[src/rtl/luma_pack_pkg.sv]
// luma_pack_pkg: widths and types shared by the luma packer slice.
// Converter latency is in enabled edges.
package luma_pack_pkg;
   localparam int LUMA_W       = 8;
   localparam int PIX_PER_WORD = 4;
   localparam int CONV_LATENCY = 3;
   localparam int WORD_W       = LUMA_W * PIX_PER_WORD;

   typedef logic [WORD_W-1:0] luma_word_t;
   typedef logic [$clog2(PIX_PER_WORD)-1:0] pack_idx_t;
endpackage

[src/rtl/luma_word_fifo.sv]
// luma_word_fifo: synchronous FIFO for packed luma words.
// Registered occupancy count; read data reads as zero while empty.
module luma_word_fifo #(
   parameter int W     = 32,
   parameter int DEPTH = 4
) (
   input  logic                   clk,
   input  logic                   reset,
   input  logic                   push_i,
   input  logic [W-1:0]           data_i,
   input  logic                   pop_i,
   output logic [W-1:0]           data_o,
   output logic [$clog2(DEPTH):0] count_o,
   output logic                   empty_o
);
   localparam int AW = $clog2(DEPTH);

   logic [W-1:0]  mem_q [DEPTH];
   logic [AW-1:0] wr_q, wr_d;
   logic [AW-1:0] rd_q, rd_d;
   logic [AW:0]   cnt_q, cnt_d;
   logic          full;
   logic          do_push;
   logic          do_pop;

   assign empty_o = (cnt_q == '0);
   assign full    = (cnt_q == (AW+1)'(DEPTH));
   assign count_o = cnt_q;
   assign data_o  = empty_o ? '0 : mem_q[rd_q];

   always_comb begin
      do_pop  = pop_i && !empty_o;
      do_push = push_i && (!full || do_pop);
      wr_d    = do_push ? wr_q + AW'(1) : wr_q;
      rd_d    = do_pop ? rd_q + AW'(1) : rd_q;
      unique case ({do_push, do_pop})
         2'b10:   cnt_d = cnt_q + (AW+1)'(1);
         2'b01:   cnt_d = cnt_q - (AW+1)'(1);
         default: cnt_d = cnt_q;
      endcase
   end

   always_ff @(posedge clk) begin
      if (reset) begin
         wr_q  <= '0;
         rd_q  <= '0;
         cnt_q <= '0;
      end else begin
         wr_q  <= wr_d;
         rd_q  <= rd_d;
         cnt_q <= cnt_d;
      end
   end

   always_ff @(posedge clk) begin
      if (do_push) begin
         mem_q[wr_q] <= data_i;
      end
   end

   // The upstream enable rule keeps pushes away from a full FIFO.
   a_no_overflow : assert property (@(posedge clk) disable iff (reset)
      !(push_i && full && !pop_i));
endmodule

[src/rtl/luma_packer.sv]
// luma_packer: converter flow control, luma packing and output FIFO.
// Define LUMA_PACK_LAST_EN to flush and tag the last word of each line.
module luma_packer
   import luma_pack_pkg::*;
#(
   parameter int FIFO_DEPTH = 4,
   parameter int LINE_WIDTH = 640
) (
   input  logic              clk,
   input  logic              reset,
   input  logic              pix_valid,
   output logic              pix_ready,
   output logic              conv_enable,
   input  logic [LUMA_W-1:0] conv_luma,
   output logic [WORD_W-1:0] out_data,
   output logic              out_valid,
   input  logic              out_ready,
   output logic              out_last
);
   localparam int CW = $clog2(FIFO_DEPTH) + 1;
   localparam logic [CW-1:0] EN_MAX = CW'(FIFO_DEPTH - 2);
`ifdef LUMA_PACK_LAST_EN
   localparam int FW   = WORD_W + 1;
   localparam int PC_W = $clog2(LINE_WIDTH);
`else
   localparam int FW = WORD_W;
`endif

   if (FIFO_DEPTH < 2 || (FIFO_DEPTH & (FIFO_DEPTH - 1)) != 0
       || LINE_WIDTH < 2) begin : g_bad_cfg
      $error("luma_packer: unsupported parameters");
   end

   logic [CONV_LATENCY-1:0] vld_q, vld_d;
   logic       fresh_q;
   pack_idx_t  idx_q, idx_d;
   luma_word_t pack_q, pack_d;
   luma_word_t fill;
   logic       capture;
   logic       word_done;
   logic       line_end;
   logic       push;
   logic [FW-1:0] push_data;
   logic [FW-1:0] head;
   logic [CW-1:0] fifo_cnt;
   logic          fifo_empty;

   // Room for every in-flight pixel plus the partial word.
   assign conv_enable = !reset && (fifo_cnt <= EN_MAX);
   assign pix_ready   = conv_enable;
   assign capture     = fresh_q && vld_q[CONV_LATENCY-1];
   assign word_done   = (idx_q == pack_idx_t'(PIX_PER_WORD - 1));
   assign push        = capture && (word_done || line_end);

   always_comb begin
      fill = pack_q;
      fill[idx_q*LUMA_W +: LUMA_W] = conv_luma;
      vld_d  = conv_enable ? {vld_q[CONV_LATENCY-2:0], pix_valid} : vld_q;
      idx_d  = idx_q;
      pack_d = pack_q;
      if (capture) begin
         if (push) begin
            idx_d  = '0;
            pack_d = '0;
         end else begin
            idx_d  = idx_q + pack_idx_t'(1);
            pack_d = fill;
         end
      end
   end

   always_ff @(posedge clk) begin
      if (reset) begin
         vld_q   <= '0;
         fresh_q <= 1'b0;
         idx_q   <= '0;
         pack_q  <= '0;
      end else begin
         vld_q   <= vld_d;
         fresh_q <= conv_enable;
         idx_q   <= idx_d;
         pack_q  <= pack_d;
      end
   end

`ifdef LUMA_PACK_LAST_EN
   logic [PC_W-1:0] pix_cnt_q, pix_cnt_d;

   assign line_end = (pix_cnt_q == PC_W'(LINE_WIDTH - 1));

   always_comb begin
      pix_cnt_d = pix_cnt_q;
      if (capture) begin
         pix_cnt_d = line_end ? '0 : pix_cnt_q + PC_W'(1);
      end
   end

   always_ff @(posedge clk) begin
      if (reset) begin
         pix_cnt_q <= '0;
      end else begin
         pix_cnt_q <= pix_cnt_d;
      end
   end

   // Bytes above idx are still zero from the clear after the last push.
   assign push_data = {line_end, fill};
   assign out_last  = head[WORD_W];
`else
   assign line_end  = 1'b0;
   assign push_data = fill;
   assign out_last  = 1'b0;
`endif

   luma_word_fifo #(
      .W     (FW),
      .DEPTH (FIFO_DEPTH)
   ) u_fifo (
      .clk     (clk),
      .reset   (reset),
      .push_i  (push),
      .data_i  (push_data),
      .pop_i   (out_ready),
      .data_o  (head),
      .count_o (fifo_cnt),
      .empty_o (fifo_empty)
   );

   assign out_valid = !fifo_empty;
   assign out_data  = head[WORD_W-1:0];
endmodule

[config.mk]
export PLATFORM = sky130hd
export DESIGN_NAME = luma_packer
export DESIGN_NICKNAME = d
export VERILOG_FILES = /design/src/rtl/luma_pack_pkg.sv /design/src/rtl/luma_word_fifo.sv /design/src/rtl/luma_packer.sv
export SDC_FILE = /design/constraint.sdc
export NUM_CORES = 1
export LEC_CHECK = 0
export CAP_MARGIN = 20
export CORE_MARGIN = 2
export CORE_UTILIZATION = 44
export DETAILED_ROUTE_END_ITERATION = 12
export DONT_BUFFER_PORTS = 1
export SETUP_SLACK_MARGIN = 0.02
export SYNTH_ARGS = -nofsm -noshare
export SYNTH_HDL_FRONTEND = slang
export SYNTH_SLANG_ARGS = --single-unit
export TNS_END_PERCENT = 100
[constraint.sdc]
create_clock -name clk -period 4.24 [get_ports clk]
set_input_delay 0.848 -clock clk [delete_from_list [all_inputs] [get_ports clk]]
set_output_delay 0.848 -clock clk [all_outputs]
set_load 0.05 [all_outputs]
After elaboration in Yosys (flattened, before gate mapping)
Memory sizes are Yosys's and may differ from the RTL's. A register that Yosys moved wholly into a read port is not among the register bits.
Index checks and enable logic that the tools add are counted.
{"block": "word_totals", "ff_bits": 45, "latch_bits": 0, "ram_bits": 128, "romBits": 0, "inputBits": 12, "out_inout_bits": 36, "word_cells": 41, "n_memories": 1}
{"name": "u_fifo.mem_q", "depth": 4, "width": 32, "read_ports": 1, "rd_clocked_by_memory_dff": 1, "wr": 1, "line": "luma_word_fifo.sv:18", "source": "logic [W-1:0] mem_q [DEPTH];"}
{"block": "classes", "n_addsub": 6, "n_mul": 0, "div_mod_pow": 0, "magnitude_cmp": 1, "n_eq_ne": 4, "shifts": 2, "muxes": 9, "bitwise_logic": 0, "reduce_logical": 11}
{"cell": "$mux W32", "count": 2}
{"cell": "$neg A5 Y34", "count": 1}
{"cell": "$shift A8 B34 Y32 const A", "count": 1}
{"cell": "$shiftx A8 B34 Y32", "count": 1}
{"cell": "$bwmux W32", "count": 1}
{"cell": "$add A2 B1 Y2 const B", "count": 3}
{"cell": "$mux W2", "count": 3}
{"cell": "$pmux W3 S2", "count": 1}
{"cell": "$logic_and A1 B1 Y1", "count": 5}
{"cell": "$eq A2 B2 Y1 const B", "count": 2}
{"cell": "$add A3 B1 Y3 const B", "count": 1}
{"cell": "$eq A3 B3 Y1 const B", "count": 1}
{"cell": "$le A3 B2 Y1 const B", "count": 1}
{"cell": "$logic_not A1 Y1", "count": 3}
{"cell": "$logic_not A3 Y1", "count": 1}
{"cell": "$sub A3 B1 Y3 const B", "count": 1}
{"cell": "$eq A2 B1 Y1 const B", "count": 1}
{"cell": "$mux W1", "count": 2}
{"cell": "$reduce_bool A2 Y1", "count": 1}
{"cell": "$logic_or A1 B1 Y1", "count": 1}

Logic depth before layout (Yosys ltp)
{"block": "depth", "depth_word": 7, "depth_mapped": 9, "mapped_depth_nobuf": 8}

Hierarchy
Synthesis repeated with hierarchy kept, for this count alone.
{"block": "hier_totals", "cells_unflattened": 443, "area_unflattened_um2": 7146.9}
{"mod": "luma_word_fifo", "instances": 1, "cells_each": 255, "area_each_um2": 5321.4, "seq_area_each_um2": 4023.9}
{"mod": "luma_packer", "instances": 1, "cells_each": 188, "area_each_um2": 1825.5, "seq_area_each_um2": 760.7}

Least setup slack after synthesis
Ideal clock, no wire load.
{"block": "synth_path", "path_kind": "input to output", "start": "in reset", "end": "out pix_ready", "t_arrival_ns": 2.321, "t_required_ns": 3.392, "path_slack_ns": 1.071, "path_stages": 4, "n_path_buf": 3, "path_cell_list": "clkbuf_1 > clkbuf_1 > nor2b_1 > buf_4"}
{"block": "synth_via", "elab_chain_len": 2}
{"element": "from (decl)", "line": "luma_packer.sv:10", "source": "input logic reset,"}
{"element": "$logic_not A1 Y1", "line": "luma_packer.sv:49", "source": "assign conv_enable = !reset && (fifo_cnt <= EN_MAX);"}
{"element": "$logic_and A1 B1 Y1", "line": "luma_packer.sv:49"}
{"element": "to (decl)", "line": "luma_packer.sv:12", "source": "output logic pix_ready,"}
No other way between the ends.

==> impl_metrics.py <==
metrics = {
    "status": {
        "outcome": "completed",
    },
    "pwr": {
        "p_comb_share_pct": 27.2,
        "ir_drop_mv": 0.319,
        "powerDensity_nw_per_um2": 620,
        "intPower_mw": 3.21,
        "sw_frac_of_total_pct": 34.9,
        "power.switching_mw": 1.72,
        "power_frac_seq_pct": 38.8,
        "pwr-share-clk_pct": 34.0,
        "power_leakage_nw": 2.50,
    },
    "placement": {
        "dpl.hpwl_um": 8390,
        "port_buffers": 0,
        "dp_cells": 651,
        "post-place-ws_ns": 1.40,
        "gp_congestion": 0.725,
    },
    "global_routing": {
        "antenna_found_initial": 0,
        "grtUsageTotal_pct": 16.6,
        "grt_max_degree": 35,
        "overflow": 0,
        "grt_pass1_wl_um": 20700,
        "grt_pass1_vias": 3743,
    },
    "yosys": {
        "syn_area_per_cell_sq_um": 15.7,
        "ys_dominant_reg_cell": "edfxtp_1",
        "async_flop_share_pct": 0,
        "ys_seq_area_share_pct": 67.3,
        "yosysUniqueCellTypes": 43,
        "ys_seq_elements": 175,
        "netlist_instances": 453,
        "yosysWarnings": 0,
        "syn_area_sq_um": 7110,
        "syn-num-nets": 475,
        "synth_edf_count": 128,
    },
    "finish": {
        "multi_input_area_sq_um": 2070,
        "layout_common_cells": "edfxtp_1, dfxtp_1, and2_1, mux4_2, a22o_1",
        "antenna_cells": 0,
        "syn_to_final_growth_pct": 11.9,
        "stdcell_count": 684,
        "layout-drive-gt1-share_pct": 17.7,
        "layout.nets": 477,
        "final_common_cell": "edfxtp_1",
        "nFillCells": 1324,
        "seqCellArea_sq_um": 4790,
    },
    "min_path": {
        "hold_path_class": "reg -> reg",
        "hp-start": "pack_q[26]",
    },
    "clock_network": {
        "htreeDepth": 4,
        "cts_resized": 0,
        "cts_tree": "done",
        "ctsHoldBuffers": 0,
        "cts_root_buf": "clkbuf_16",
        "ctsLongestPathBuffers": 2,
        "clock-sinks": 175,
        "postCtsSetupRepairBufs": 0,
        "cts_buffers": 17,
        "clock_latency_ns": 0.42,
        "clk_pin_slew_ns": 0.06,
    },
    "critical_path": {
        "crit_type": "reg -> out",
        "crit_required_ns": 3.39,
        "end_kind": "primary output",
        "slowest_delay_ns": 0.58,
        "cp_num_buf_inv": 1,
        "cp.arrival_ns": 2.35,
        "crit_chain": "buf_4 > mux4_2 > and2_1",
        "critPathTopFamily": "multiplexers",
        "worstPathMaxFanout": 26,
        "slowest_stage": "mux4_2",
        "reg2reg_from": "idx_q[0]",
        "cp-start-kind": "flop",
    },
    "sta": {
        "worst_slack_ns": 1.05,
        "period_minus_slack_ns": 3.19,
        "drv_slew": 0,
        "setup_viol": 0,
        "rsz0062_at_grt": "false",
        "max_slew_margin_pct": 29.6,
        "worst_slew_pin_slew_ns": 1.05,
        "setup_tns_ns": 0,
        "skew_ns": 0.0112,
        "fin_crit_sh_pct": 75.4,
        "hold_violations": 0,
        "timing.fmax_mhz": 313,
    },
    "floorplanning": {
        "rows": 46,
        "core-area_sq_um": 15800,
        "pin_count": 48,
        "initial_utilization_pct": 44.9,
        "die_h_um": 131,
        "die_w_um": 131,
        "dieArea_sq_um": 17200,
    },
    "drt": {
        "routed-via-count": 3694,
        "postRouteAntennaNets": 0,
        "drt_iter0_drc": 179,
        "drcViolationCount": 0,
        "drt-pass1-iter-count": 5,
        "viasPerCell": 5.40,
        "finalWirelength_um": 13300,
        "wl_per_cell_um": 19.5,
    },
    "job": {
        "cap_violations": 0,
    },
}
-- sequential cells by signal (all words and copies together), names as in the netlist, named ones only --
name and flops:
fresh_q 1, idx_q 2, u_fifo.mem_q 128, u_fifo.rd_q 2, vld_q 3, u_fifo.wr_q 2
u_fifo.count_o 3, pack_q 32
-- kinds of logic after synthesis --
family	synth area share (%)
fa+ha+maj	1.87
simple gates	8.64
flops	67.3
mux	11.0
other cells	0.0528
compound gates	7.18
buf+inv	3.52
xor+xnor	0.370
-- worst reg2reg max path, cell delays in order, from the launching register on --
cell and delay [ns]:
dfxtp_1 0.44, ha_1 0.32, nand3_1 0.21, nor2_2 0.31, and2_1 0.46, buf_4 0.39
-- synthesized netlist by cell type (6+ instances only) --
cell type	count	area share, %
nand2_1	21	1.1
inv_1	23	1.2
o21ai_0	9	0.63
dfxtp_1	47	13
o22ai_1	7	0.62
clkbuf_1	9	0.48
nor2_1	26	1.4
mux4_2	32	10
edfxtp_1	128	54
ha_1	9	1.6
buf_4	6	0.63
and2_1	44	3.9
a22oi_1	9	0.95
a22o_1	32	3.9
-- routing by layer --
metal / vias up / part of all wire, % / GRT usage (%)
li1: 1706 / - / -
met1: 1908 / 43 / 20.7
met2: 76 / 51 / 28.1
met3: 4 / 5.4 / 4.67
met4: 0 / 0.46 / 5.69
met5: - / 0 / 0
-- worst paths after layout --
| path | slack (ns) | end | depth (start not counted) |
|---|---|---|---|
| worst max register to register | 1.77 | u_fifo.mem_q[2][19] | 5 |
| worst min-delay path | 0.46 | pack_q[26] | 1 |
| worst max-delay path | 1.05 | out_data[14] | 3 |
| worst min register to register | 0.46 | pack_q[26] | 1 |
-- power by group through the flow --
| stage | clock network (mW) | registers [mW] | logic, mW |
|---|---|---|---|
| after floorplan | 0 | 1.92 | 1.24 |
| after global placement | 0 | 1.95 | 1.33 |
| after detailed placement | 0 | 1.95 | 1.34 |
| after CTS | 1.70 | 1.92 | 1.34 |
| after global routing | 1.77 | 1.92 | 1.42 |
| final | 1.68 | 1.91 | 1.34 |
-- layout make-up --
class | count | area share (%)
sequential | 175 | 60.2
clock inverter | 14 | 2.69
clock buffer | 18 | 5.39
multi-input combinational | 227 | 26.1
tap | 216 | 3.40
timing repair buffer | 9 | 1.10
inverter | 25 | 1.18
-- metrics by stage --
| step | hold slack [ns] | total power, mW | area [sq um] | utilization [%] |
|---|---|---|---|---|
| after floorplan | 0.430 | 3.16 | 7110 | - |
| after global placement | 0.443 | 3.28 | 7300 | 46.1 |
| after detailed placement | 0.444 | 3.30 | 7300 | 46.1 |
| after CTS | 0.464 | 4.96 | 7940 | 50.2 |
| after global routing | 0.469 | 5.11 | 7960 | 50.3 |
| final | 0.463 | 4.93 | 7960 | 50.3 |
No activity file was read; power rests on OpenSTA's default activity.
